--- src/rtl/dec_counter.sv ---
// Registered programmable-step down-counter with saturate/wrap selection,
// auto-reload from the last loaded value, terminal-count pulse and sticky underflow.
module dec_counter #(
    parameter int DATAWIDTH = 8,
    parameter int STEPWIDTH = 4
) (
    input  logic                 Clk,
    input  logic                 Rst,
    input  logic                 load,
    input  logic [DATAWIDTH-1:0] load_val,
    input  logic                 en,
    input  logic [STEPWIDTH-1:0] step,
    input  logic                 sat,
    input  logic                 auto_reload,
    input  logic                 clr_uf,
    output logic [DATAWIDTH-1:0] q,
    output logic                 zero,
    output logic                 tc,
    output logic                 underflow,
    output logic                 busy
);

    typedef enum logic [1:0] {
        IDLE = 2'd0,
        RUN  = 2'd1,
        DONE = 2'd2
    } state_t;

    state_t               state;
    state_t               state_next;
    logic [DATAWIDTH-1:0] reload;
    logic [DATAWIDTH-1:0] reload_next;
    logic [DATAWIDTH-1:0] q_next;
    logic [DATAWIDTH-1:0] step_ext;
    logic [DATAWIDTH-1:0] res;
    logic [DATAWIDTH:0]   diff;
    logic                 borrow;
    logic                 step_nz;
    logic                 term;
    logic                 dec;
    logic                 fire;
    logic                 tc_next;
    logic                 uf_next;

    // Borrow comes out of the extra top bit of a one-bit-wider subtraction.
    assign step_ext = DATAWIDTH'(step);
    assign diff     = {1'b0, q} - {1'b0, step_ext};
    assign borrow   = diff[DATAWIDTH];
    assign res      = diff[DATAWIDTH-1:0];
    assign step_nz  = (step != '0);
    assign term     = borrow || ((res == '0) && step_nz);
    assign dec      = (state == RUN) && en && !load && step_nz;
    assign fire     = dec && term;

    // State register.
    always_ff @(posedge Clk or posedge Rst) begin
        if (Rst) begin
            state <= IDLE;
        end else begin
            // NOTE: non-blocking assignments keep every register sampling pre-edge values.
            state <= state_next;
        end
    end

    // Next-state logic.
    always_comb begin
        // NOTE: default assignment first so no path leaves state_next unassigned (no latch).
        state_next = state;
        if (load) begin
            state_next = RUN;
        end else if (fire && !auto_reload && sat) begin
            state_next = DONE;
        end
    end

    // Output decode of the state and count registers.
    always_comb begin
        busy = (state == RUN);
        zero = (q == '0);
    end

    // Datapath next values; load overrides any decrement in the same cycle.
    always_comb begin
        q_next      = q;
        reload_next = reload;
        tc_next     = 1'b0;
        uf_next     = clr_uf ? 1'b0 : underflow;
        if (load) begin
            q_next      = load_val;
            reload_next = load_val;
        end else if (dec) begin
            if (!term) begin
                q_next = res;
            end else begin
                tc_next = 1'b1;
                if (borrow) begin
                    uf_next = 1'b1;  // set wins over a coincident clear
                end
                if (auto_reload) begin
                    q_next = reload;
                end else if (sat) begin
                    q_next = '0;
                end else begin
                    q_next = res;
                end
            end
        end
    end

    always_ff @(posedge Clk or posedge Rst) begin
        if (Rst) begin
            q         <= '0;
            reload    <= '0;
            tc        <= 1'b0;
            underflow <= 1'b0;
        end else begin
            q         <= q_next;
            reload    <= reload_next;
            tc        <= tc_next;
            underflow <= uf_next;
        end
    end

endmodule

--- config.mk ---
export PLATFORM = sky130hd
export DESIGN_NAME = dec_counter
export DESIGN_NICKNAME = d
export VERILOG_FILES = /design/src/rtl/dec_counter.sv
export SDC_FILE = /design/constraint.sdc
export NUM_CORES = 1
export LEC_CHECK = 0
export CORE_MARGIN = 1
export CORE_UTILIZATION = 49
export DETAILED_ROUTE_END_ITERATION = 8
export PLACE_DENSITY = 0.79
export SYNTH_ARGS = -nofsm -noshare
export SYNTH_HDL_FRONTEND = slang
export SYNTH_SLANG_ARGS = --single-unit
--- constraint.sdc ---
create_clock -name Clk -period 2.71 [get_ports Clk]
set_input_delay 0.4065 -clock Clk [delete_from_list [all_inputs] [get_ports Clk]]
set_output_delay 0.4065 -clock Clk [all_outputs]
set_load 0.03 [all_outputs]
==> impl_metrics.json, run 1 <==
{
  "status": "finished, final reports clean",
  "critical_path.cell_chain": "clkdlybuf4s50_1 -> ha_1 -> inv_1 -> fa_1 -> a21o_1 -> a21oi_1 -> xnor2_1 -> and4b_2 -> a31oi_4 -> buf_4 -> o221ai_1",
  "dieArea_um2": 2830,
  "cp-start-kind": "input port",
  "worst_ep_arrival_time_ns": 2.82,
  "drc": 0,
  "synth_top_family_by_area": "simple AND/OR/NAND/NOR gates",
  "gp_congestion": 0.928,
  "synth_fa_ha_area_share_pct": 6.42,
  "synth-async-reset-ratio_pct": 100,
  "worst-path-max-fanout": 3,
  "area_growth_pct": 37.3,
  "synth_area_per_cell_um2": 8.41,
  "final_area_um2": 1770,
  "grt_pass1_vias": 1226,
  "track_usage_pct": 26.4,
  "final-max-slew-violation-count": 0,
  "ys_types": 41,
  "multiInputGateArea_um2": 718,
  "grt_max_degree": 27,
  "synth_top_area_share_pct": 38.9,
  "row_count": 18,
  "tns_ns": 0,
  "cp_num_buf_inv": 3,
  "htree_num_levels": 1,
  "leakage_uw": 0.000763,
  "clkSlewWorstSetupHoldPaths_ns": 0.12,
  "drt_iter0_drc": 34,
  "post-synth-top-area-cell": "dfrtp_1",
  "nets": 224,
  "end_kind": "register",
  "antenna_found_initial": 0,
  "num_io_pins": 31,
  "antenna_cells": 0,
  "cts_sinks": 20,
  "drive_gt1_share_pct": 14.6,
  "die_x_um": 53.2,
  "critPathKind": "in2reg",
  "cts_tree": "yes",
  "yosys_warnings": 0,
  "synth-xor-area-share_pct": 3.40,
  "finalPower_uw": 960,
  "hold_slack_ns": 0.529,
  "slew_headroom_pct": 47.7,
  "powerDensity_nw_per_um2": 544,
  "fill_cells": 218,
  "ys.flop_type": "dfrtp_1",
  "vdd_ir_drop_max_v": 0.000357,
  "via_per_inst": 5.52,
  "fin_skew_ns": 0.000745,
  "first_pass_iters": 4,
  "synthCells": 153,
  "grt.overflow.total": 0,
  "required_ns": 2.93,
  "cp_slowest_cell": "clkdlybuf4s50_1",
  "hold_path_class": "in2async",
  "synth_most_common_cell": "nand2_1",
  "ys_seq_elements": 20,
  "cts_buffer_depth": 2,
  "fin_util_pct": 71.3,
  "synth-edff-count": 0,
  "ys_top_cells_by_count": "nand2_1 (21), dfrtp_1 (20), o21ai_0 (17)",
  "seqCellArea_um2": 500,
  "setup_viol": 0,
  "synth_area_leaders": "dfrtp_1 (39%), o21ai_0 (6.6%), nand2_1 (6.1%)",
  "max_freq_mhz": 385,
  "drt_wl_total_um": 3210,
  "synthMuxAreaShare_pct": 0,
  "clock_latency_ns": 0.30,
  "grt_first_pass_wirelength_um": 5420,
  "die_h_um": 53.2,
  "synth_area_um2": 1290,
  "synthSimpleGateAreaFrac_pct": 24.3,
  "synth_nets": 178,
  "drt-wirelength-per-cell_um": 14.1,
  "cts_made_buffers": 3,
  "tightest_slew_ns": 0.784,
  "fin_crit_ns": 2.60,
  "synth_seq_area_share_pct": 38.9,
  "maxCapViolations": 0,
  "hold_violations": 0,
  "finalCritPeriodShare_pct": 95.9,
  "core_area_um2": 2480,
  "cp_top_family": "buffers and inverters",
  "initial_core_util_pct": 51.9,
  "io_buffer_count": 30,
  "synth_compound_area_share_pct": 21.2,
  "placed_cell_area_um2": 1710,
  "num_vias": 1259,
  "ant_nets": 0,
  "dpl.hpwl_um": 2410,
  "slowest_delay_ns": 0.48,
  "cts_root_buf": "clkbuf_4"
}
==> worst register-to-register path: cells and delay by family (launching register included) <==
family	cells	cell delay (ns)
compound gates	4	0.69
simple gates	1	0.31
fa+ha+maj	2	0.54
buf+inv	3	0.31
flops	1	0.43
xor+xnor	1	0.17
==> layer usage <==
metal / GRT usage (%) / wire [µm] / vias up
met5: 0 / 0 / -
li1: - / - / 619
met2: 42.3 / 1500 / 41
met3: 3.45 / 149 / 2
met1: 37.8 / 1550 / 597
met4: 5.26 / 15 / 0
==> placed cells by master (no fill, tap or decap), drive strengths merged, types with 2 or more instances in the layout <==
| cell type | count |
|---|---|
| clkdlybuf4s50 | 30 |
| o21ai | 24 |
| nand2 | 21 |
| dfrtp | 20 |
| buf | 16 |
| nor2 | 16 |
| inv | 14 |
| a21oi | 7 |
| ha | 5 |
| nor2b | 4 |
| nand2b | 4 |
| xnor2 | 4 |
| clkbuf | 4 |
| nor3 | 3 |
| nor4 | 2 |
| or3 | 2 |
| a31oi | 2 |
| o221ai | 2 |
==> final cells by class <==
class | count | area share (%)
multi-input cells | 114 | 40.7
flip-flops and latches | 20 | 28.3
repair buffers | 46 | 23.8
inverters | 14 | 2.98
well taps | 30 | 2.13
clock buffers | 4 | 2.06
==> where the power goes <==
part           switching (µW)  internal [µW]
combinational             214            197
sequential               40.2            330
clock                    97.6           81.9
total                     352            609
==> through the flow <==
stage | instances | setup slack, ns
global placement | 222 | -0.153
detailed placement | 222 | -0.211
global route | 228 | -0.0149
finish | 228 | 0.111
CTS | 226 | 0.108
floorplan | 153 | 0.280
==> path summary, 6_finish.rpt <==
| kind | from | end | slack (ns) | cells after the start |
|---|---|---|---|---|
| setup / recovery | step[0] | q[5] | 0.11 | 11 |
| hold / removal | Rst | reload[6] | 0.53 | 2 |
| setup reg to reg | q[0] | q[5] | 0.18 | 11 |
| hold reg to reg | reload[0] | q[0] | 0.53 | 2 |
| max in group asynchronous | Rst | underflow | 1.69 | 2 |
| min in group Clk | reload[0] | q[0] | 0.53 | 2 |
==> registers in the layout, indices dropped and copies added (netlist names) <==
| register | count |
|---|---|
| reload | 8 |
| underflow | 1 |
| tc | 1 |
| state | 2 |
| q | 8 |
==> cells by family after synthesis <==
| group | after synthesis |
|---|---|
| AND/OR/NAND/NOR | 60 |
| adder cells (fa/ha/maj) | 6 |
| AO/OA/AOI/OAI | 43 |
| buffers and inverters | 19 |
| flip-flops | 20 |
| XOR/XNOR | 5 |
==> what timing repair did <==
| action | 4_1_cts | 5_1_grt |
|---|---|---|
| setup buffers | 0 | 2 |
| endpoints found under the setup margin | 0 | 8 |
| hold buffers | 0 | 0 |
| gates resized for setup | 0 | 2 |
No activity file was read; power rests on OpenSTA's default activity.
==> run 2, diff against run 1 <==
- ABC_AREA: unset -> 1
- CORE_UTILIZATION: 49 -> 51
- CTS_CLUSTER_DIAMETER: unset -> 120
- PLACE_DENSITY: 0.79 -> 0.8
- SETUP_SLACK_MARGIN: unset -> 0.05
==> run 2 against run 1 <==
Synthesized cell count rose by 40%. Register-to-register slack improved by 0.27 ns. Wire length rose by 7.8%. Area after synthesis rose by 16%. Via count rose by 16%. Final cell count rose by 21%. First-iteration DRC count rose by 62%. Non-clock buffer count fell by 12.
==> impl_metrics.json, run 2 <==
{
  "track_usage_pct": 23.7,
  "row_count": 19,
  "cts_made_buffers": 3,
  "core_area_um2": 2760,
  "nets": 273,
  "critPathKind": "in2reg",
  "drt-wirelength-per-cell_um": 12.5,
  "preCtsSetupSlack_ns": 0.0390,
  "dieArea_um2": 3150,
  "grt_first_pass_wirelength_um": 5910,
  "tns_ns": 0,
  "worst_ep_arrival_time_ns": 2.55,
  "powerDensity_nw_per_um2": 569,
  "worst-path-max-fanout": 10,
  "rsz0062_at_grt": "false",
  "grt_pass1_vias": 1305,
  "maxCapViolations": 0,
  "antenna_cells": 0,
  "cts_tree": "yes",
  "drive_gt1_share_pct": 9.76,
  "ant_nets": 0,
  "synth_nets": 239,
  "yosys_warnings": 0,
  "synth-edff-count": 0,
  "area_growth_pct": 23.3,
  "num_vias": 1459,
  "cts_buffer_depth": 2,
  "fin_skew_ns": 0.0102,
  "clkSlewWorstSetupHoldPaths_ns": 0.10,
  "dpl.hpwl_um": 2710,
  "synthCells": 214,
  "hold_slack_ns": 0.488,
  "critical_path.cell_chain": "clkdlybuf4s50_1 -> ha_1 -> inv_1 -> fa_1 -> nand2_1 -> nand2_1 -> nand2_1 -> nand2_1 -> nand2_1 -> nand2_2 -> nor2_4 -> nand2_4 -> nand2_4 -> nand2_1 -> nand3_1 -> a21oi_1",
  "synth_area_leaders": "dfrtp_1 (33%), nand2_1 (13%), inv_1 (9.0%)",
  "tightest_slew_ns": 0.748,
  "ys_types": 26,
  "reg_top3": "q: 8 flops, reload: 8 flops, state: 2 flops",
  "synth_most_common_cell": "nand2_1",
  "gp_congestion": 0.837,
  "synth_seq_area_share_pct": 33.5,
  "fill_cells": 257,
  "max_freq_mhz": 425,
  "die_x_um": 56.1,
  "required_ns": 2.91,
  "clock_latency_ns": 0.31,
  "final_common_cell": "nand2_1",
  "die_h_um": 56.1,
  "ys.flop_type": "dfrtp_1",
  "finalPower_uw": 1050,
  "cts_root_buf": "clkbuf_4",
  "cts_hold_buffers": 0,
  "fin_crit_ns": 2.35,
  "hold_path_class": "reg2reg",
  "cp_slowest_cell": "clkdlybuf4s50_1",
  "final_cell_mix": "nand2_1 (51), inv_1 (36), clkdlybuf4s50_1 (30)",
  "finalCritPeriodShare_pct": 86.7,
  "crit_end": "q[0]",
  "synth_area_um2": 1500,
  "io_buffer_count": 30,
  "slowest_delay_ns": 0.50,
  "antenna_found_initial": 0,
  "final-max-slew-violation-count": 0,
  "setup_slack_ns": 0.359,
  "min_from": "reload[1]",
  "first_pass_iters": 4,
  "grt.overflow.total": 0,
  "synth_top_area_share_pct": 33.5,
  "synth_area_per_cell_um2": 6.99,
  "num_io_pins": 31,
  "reg2reg_from": "q[0]",
  "drt_wl_total_um": 3460,
  "slew_headroom_pct": 50.1,
  "drc": 0,
  "vdd_ir_drop_max_v": 0.000417,
  "status": "finished, final reports clean",
  "post-synth-top-area-cell": "dfrtp_1",
  "drt_iter0_drc": 55,
  "leakage_uw": 0.000917,
  "grt_max_degree": 23,
  "cts_sinks": 20,
  "ys_seq_elements": 20,
  "setup_viol": 0,
  "crit_top_cell": "nand2_1",
  "reg2reg_depth": 16,
  "crit_start": "step[0]",
  "htree_num_levels": 1,
  "hold_violations": 0,
  "initial_core_util_pct": 54.2,
  "end_kind": "register",
  "cts_resized": 0,
  "postCtsSetupBuffers": 0,
  "synth-async-reset-ratio_pct": 100,
  "reg2reg_to": "q[0]",
  "via_per_inst": 5.27,
  "cp-start-kind": "input port",
  "r2r_slack_ns": 0.45,
  "ys_top_cells_by_count": "nand2_1 (51), inv_1 (36), nand3_1 (27)"
}
-- run 2: critical path, delay by kind of cell --
family,cells,cell delay [ns]
and+or+nand+nor,11,0.96
AOI/OAI and AO/OA,1,0.07
adders and majority gates,2,0.57
buffers and inverters,2,0.55
-- run 2: logic make-up (layout without fill, tap and decap cells) --
| group | Yosys count | after routing | share of synthesized area [%] |
|---|---|---|---|
| buffers and inverters | 43 | 75 | 12.5 |
| xor gates and xnor gates | 1 | 1 | 0.586 |
| adders and majority gates | 6 | 6 | 5.52 |
| AOI/OAI and AO/OA | 32 | 32 | 12.6 |
| and+or+nand+nor | 112 | 112 | 35.4 |
| DFF | 20 | 20 | 33.5 |
-- run 2: through the flow --
step,instance area [µm²],util [%],instances
after global routing,1840,66.8,277
after global placement,1820,66.0,274
after floorplan,1500,-,214
after CTS,1840,66.8,277
final,1840,66.8,277
after detailed placement,1820,66.0,274
-- run 2: how the worst min path moves through the flow --
stage / cells after the start / slack, ns / end
finish: 2 / 0.49 / reload[1]
global route: 2 / 0.52 / reload[7]
CTS: 2 / 0.49 / state[0]
detailed placement: 2 / 0.46 / state[0]
global placement: 2 / 0.46 / reload[1]
floorplan: 1 / 0.37 / q[0]
-- run 2: cell type report --
class / count / area [µm²] / share of cell area [%]
timing repair buffer: 34 / 330 / 17.9
inverter: 38 / 143 / 7.74
multi-input combinational: 151 / 808 / 43.9
clock buffer: 3 / 22.5 / 1.22
sequential: 20 / 500 / 27.2
tap: 31 / 38.8 / 2.10
-- run 2: report_power, final --
part	total [µW]	switching (µW)	internal, µW
clock network	141	89.0	51.9
registers	382	46.7	335
logic	527	316	210
-- run 2: per-layer routing --
| metal | track usage [%] | wire length, µm | up-vias |
|---|---|---|---|
| met5 | 0 | 0 | - |
| met2 | 38.3 | 1650 | 38 |
| met1 | 32.9 | 1600 | 666 |
| met3 | 4.65 | 153 | 6 |
| li1 | - | - | 749 |
| met4 | 5.57 | 51 | 0 |
==> run 3, diff against run 2 <==
- REMOVE_ABC_BUFFERS: unset -> 1
==> run 3 against run 2 <==
Sequential power barely moved. Global-route usage rose by 1.1 points. Sequential share of layout area down 0.092 points. Largest cell class unchanged. Total power rose by 3.2%. Clock power grew 22%. Cell area is 0.34% higher.
==> impl_metrics.json, run 3 (synthesis gave the netlist of run 2 again) <==
{
  "status": "finished, final reports clean",
  "finalCritPeriodShare_pct": 87.8,
  "ant_nets": 0,
  "seqCellArea_um2": 500,
  "setup_slack_ns": 0.332,
  "clkSlewWorstSetupHoldPaths_ns": 0.11,
  "grt_pass1_vias": 1351,
  "vdd_ir_drop_max_v": 0.000517,
  "r2r_slack_ns": 0.41,
  "preCtsSetupSlack_ns": 0.00620,
  "cts_hold_buffers": 0,
  "hold_path_class": "reg2reg",
  "reg2reg_to": "state[0]",
  "final_area_um2": 1850,
  "required_ns": 2.91,
  "stdcell_count": 277,
  "grt_first_pass_wirelength_um": 6240,
  "max_freq_mhz": 420,
  "gp_congestion": 0.857,
  "fill_cells": 251,
  "reg_top3": "q: 8 flops, reload: 8 flops, state: 2 flops",
  "num_vias": 1417,
  "hold_violations": 0,
  "min_to": "reload[0]",
  "drc": 0,
  "track_usage_pct": 24.9,
  "final_common_cell": "nand2_1",
  "grt_max_degree": 23,
  "fin_crit_ns": 2.38,
  "initial_core_util_pct": 54.2,
  "nets": 272,
  "min_from": "reload[0]",
  "antenna_found_initial": 0,
  "num_io_pins": 31,
  "die_x_um": 56.1,
  "drt_wl_total_um": 3520,
  "tns_ns": 0,
  "dieArea_um2": 3150,
  "critPathKind": "in2reg",
  "rsz0062_at_grt": "false",
  "leakage_uw": 0.000919,
  "maxCapViolations": 0,
  "reg2reg_depth": 14,
  "core_area_um2": 2760,
  "cts_buffer_depth": 2,
  "worst-path-max-fanout": 10,
  "multiInputGateArea_um2": 808,
  "slew_headroom_pct": 50.3,
  "htree_num_levels": 1,
  "powerDensity_nw_per_um2": 585,
  "die_h_um": 56.1,
  "via_per_inst": 5.12,
  "cts_sinks": 20,
  "drt_iter0_drc": 52,
  "tightest_slew_ns": 0.744,
  "dpl.hpwl_um": 2660,
  "dp.cells": 273,
  "io_buffer_count": 30,
  "cts_root_buf": "clkbuf_4",
  "row_count": 19,
  "final_cell_mix": "nand2_1 (51), inv_1 (36), clkdlybuf4s50_1 (30)",
  "min_path_cells": 2,
  "drive_gt1_share_pct": 9.76,
  "fin_skew_ns": 0.00259,
  "cts_made_buffers": 3,
  "reg2reg_from": "q[0]",
  "cts_tree": "yes",
  "antenna_cells": 0,
  "final-max-slew-violation-count": 0,
  "clock_latency_ns": 0.30,
  "grt.overflow.total": 0,
  "fin_util_pct": 67.1,
  "postCtsSetupBuffers": 0,
  "drt-wirelength-per-cell_um": 12.7,
  "area_growth_pct": 23.7,
  "placed_cell_area_um2": 1810,
  "cp-start-kind": "input port",
  "worst_ep_arrival_time_ns": 2.58,
  "cts_resized": 0,
  "setup_viol": 0,
  "end_kind": "register",
  "first_pass_iters": 5
}
run 3: cell count changes in the layout (fill, tap and decap cells not counted):
cell	change
buf_4	-1
clkbuf_8	+1
run 3: critical path, stage by stage:
cell,delay [ns]
clkdlybuf4s50_1,0.51
ha_1,0.16
inv_1,0.05
fa_1,0.43
nand3_2,0.11
nand3_1,0.08
nand2_1,0.14
nand3_1,0.13
nor2_4,0.12
nand2_4,0.11
a21oi_4,0.17
nand3_2,0.07
nand2_1,0.06
nand2_1,0.05
run 3: stage by stage:
step           hold WS [ns]  total power, µW
3_5_place_dp          0.469              911
3_3_place_gp          0.466              908
2_1_floorplan         0.370              742
6_report              0.494             1080
4_1_cts               0.496             1090
5_1_grt               0.517             1170
run 3: layer usage:
layer	wire [µm]	part of all wire [%]	global-route usage (%)
met4	53	1.5	6.27
met1	1750	50	36.4
met2	1530	44	37.6
met5	0	0	0
met3	183	5.2	5.12
run 3: area by class of cell:
type / count / share of cell area, %
well taps: 31 / 2.10
multi-input cells: 151 / 43.7
repair buffers: 33 / 17.5
flip-flops and latches: 20 / 27.1
inverters: 38 / 7.71
clock buffers: 4 / 1.96
run 3: worst max-delay path by stage:
stage	slack, ns	cells after the start	startpoint	end
5_1_grt	0.14	14	step[0]	state[0]
3_3_place_gp	0.04	14	step[0]	state[0]
2_1_floorplan	0.42	14	q[0]	state[0]
3_5_place_dp	0.006	14	step[0]	state[0]
6_report	0.33	14	step[0]	state[0]
4_1_cts	0.35	14	step[0]	state[0]
run 3: where the power goes:
part	leakage, µW	internal [µW]	switching, µW
registers	0.000239	335	48.8
clock network	0.0000210	82.1	89.6
logic	0.000659	209	318
total	0.000919	626	456
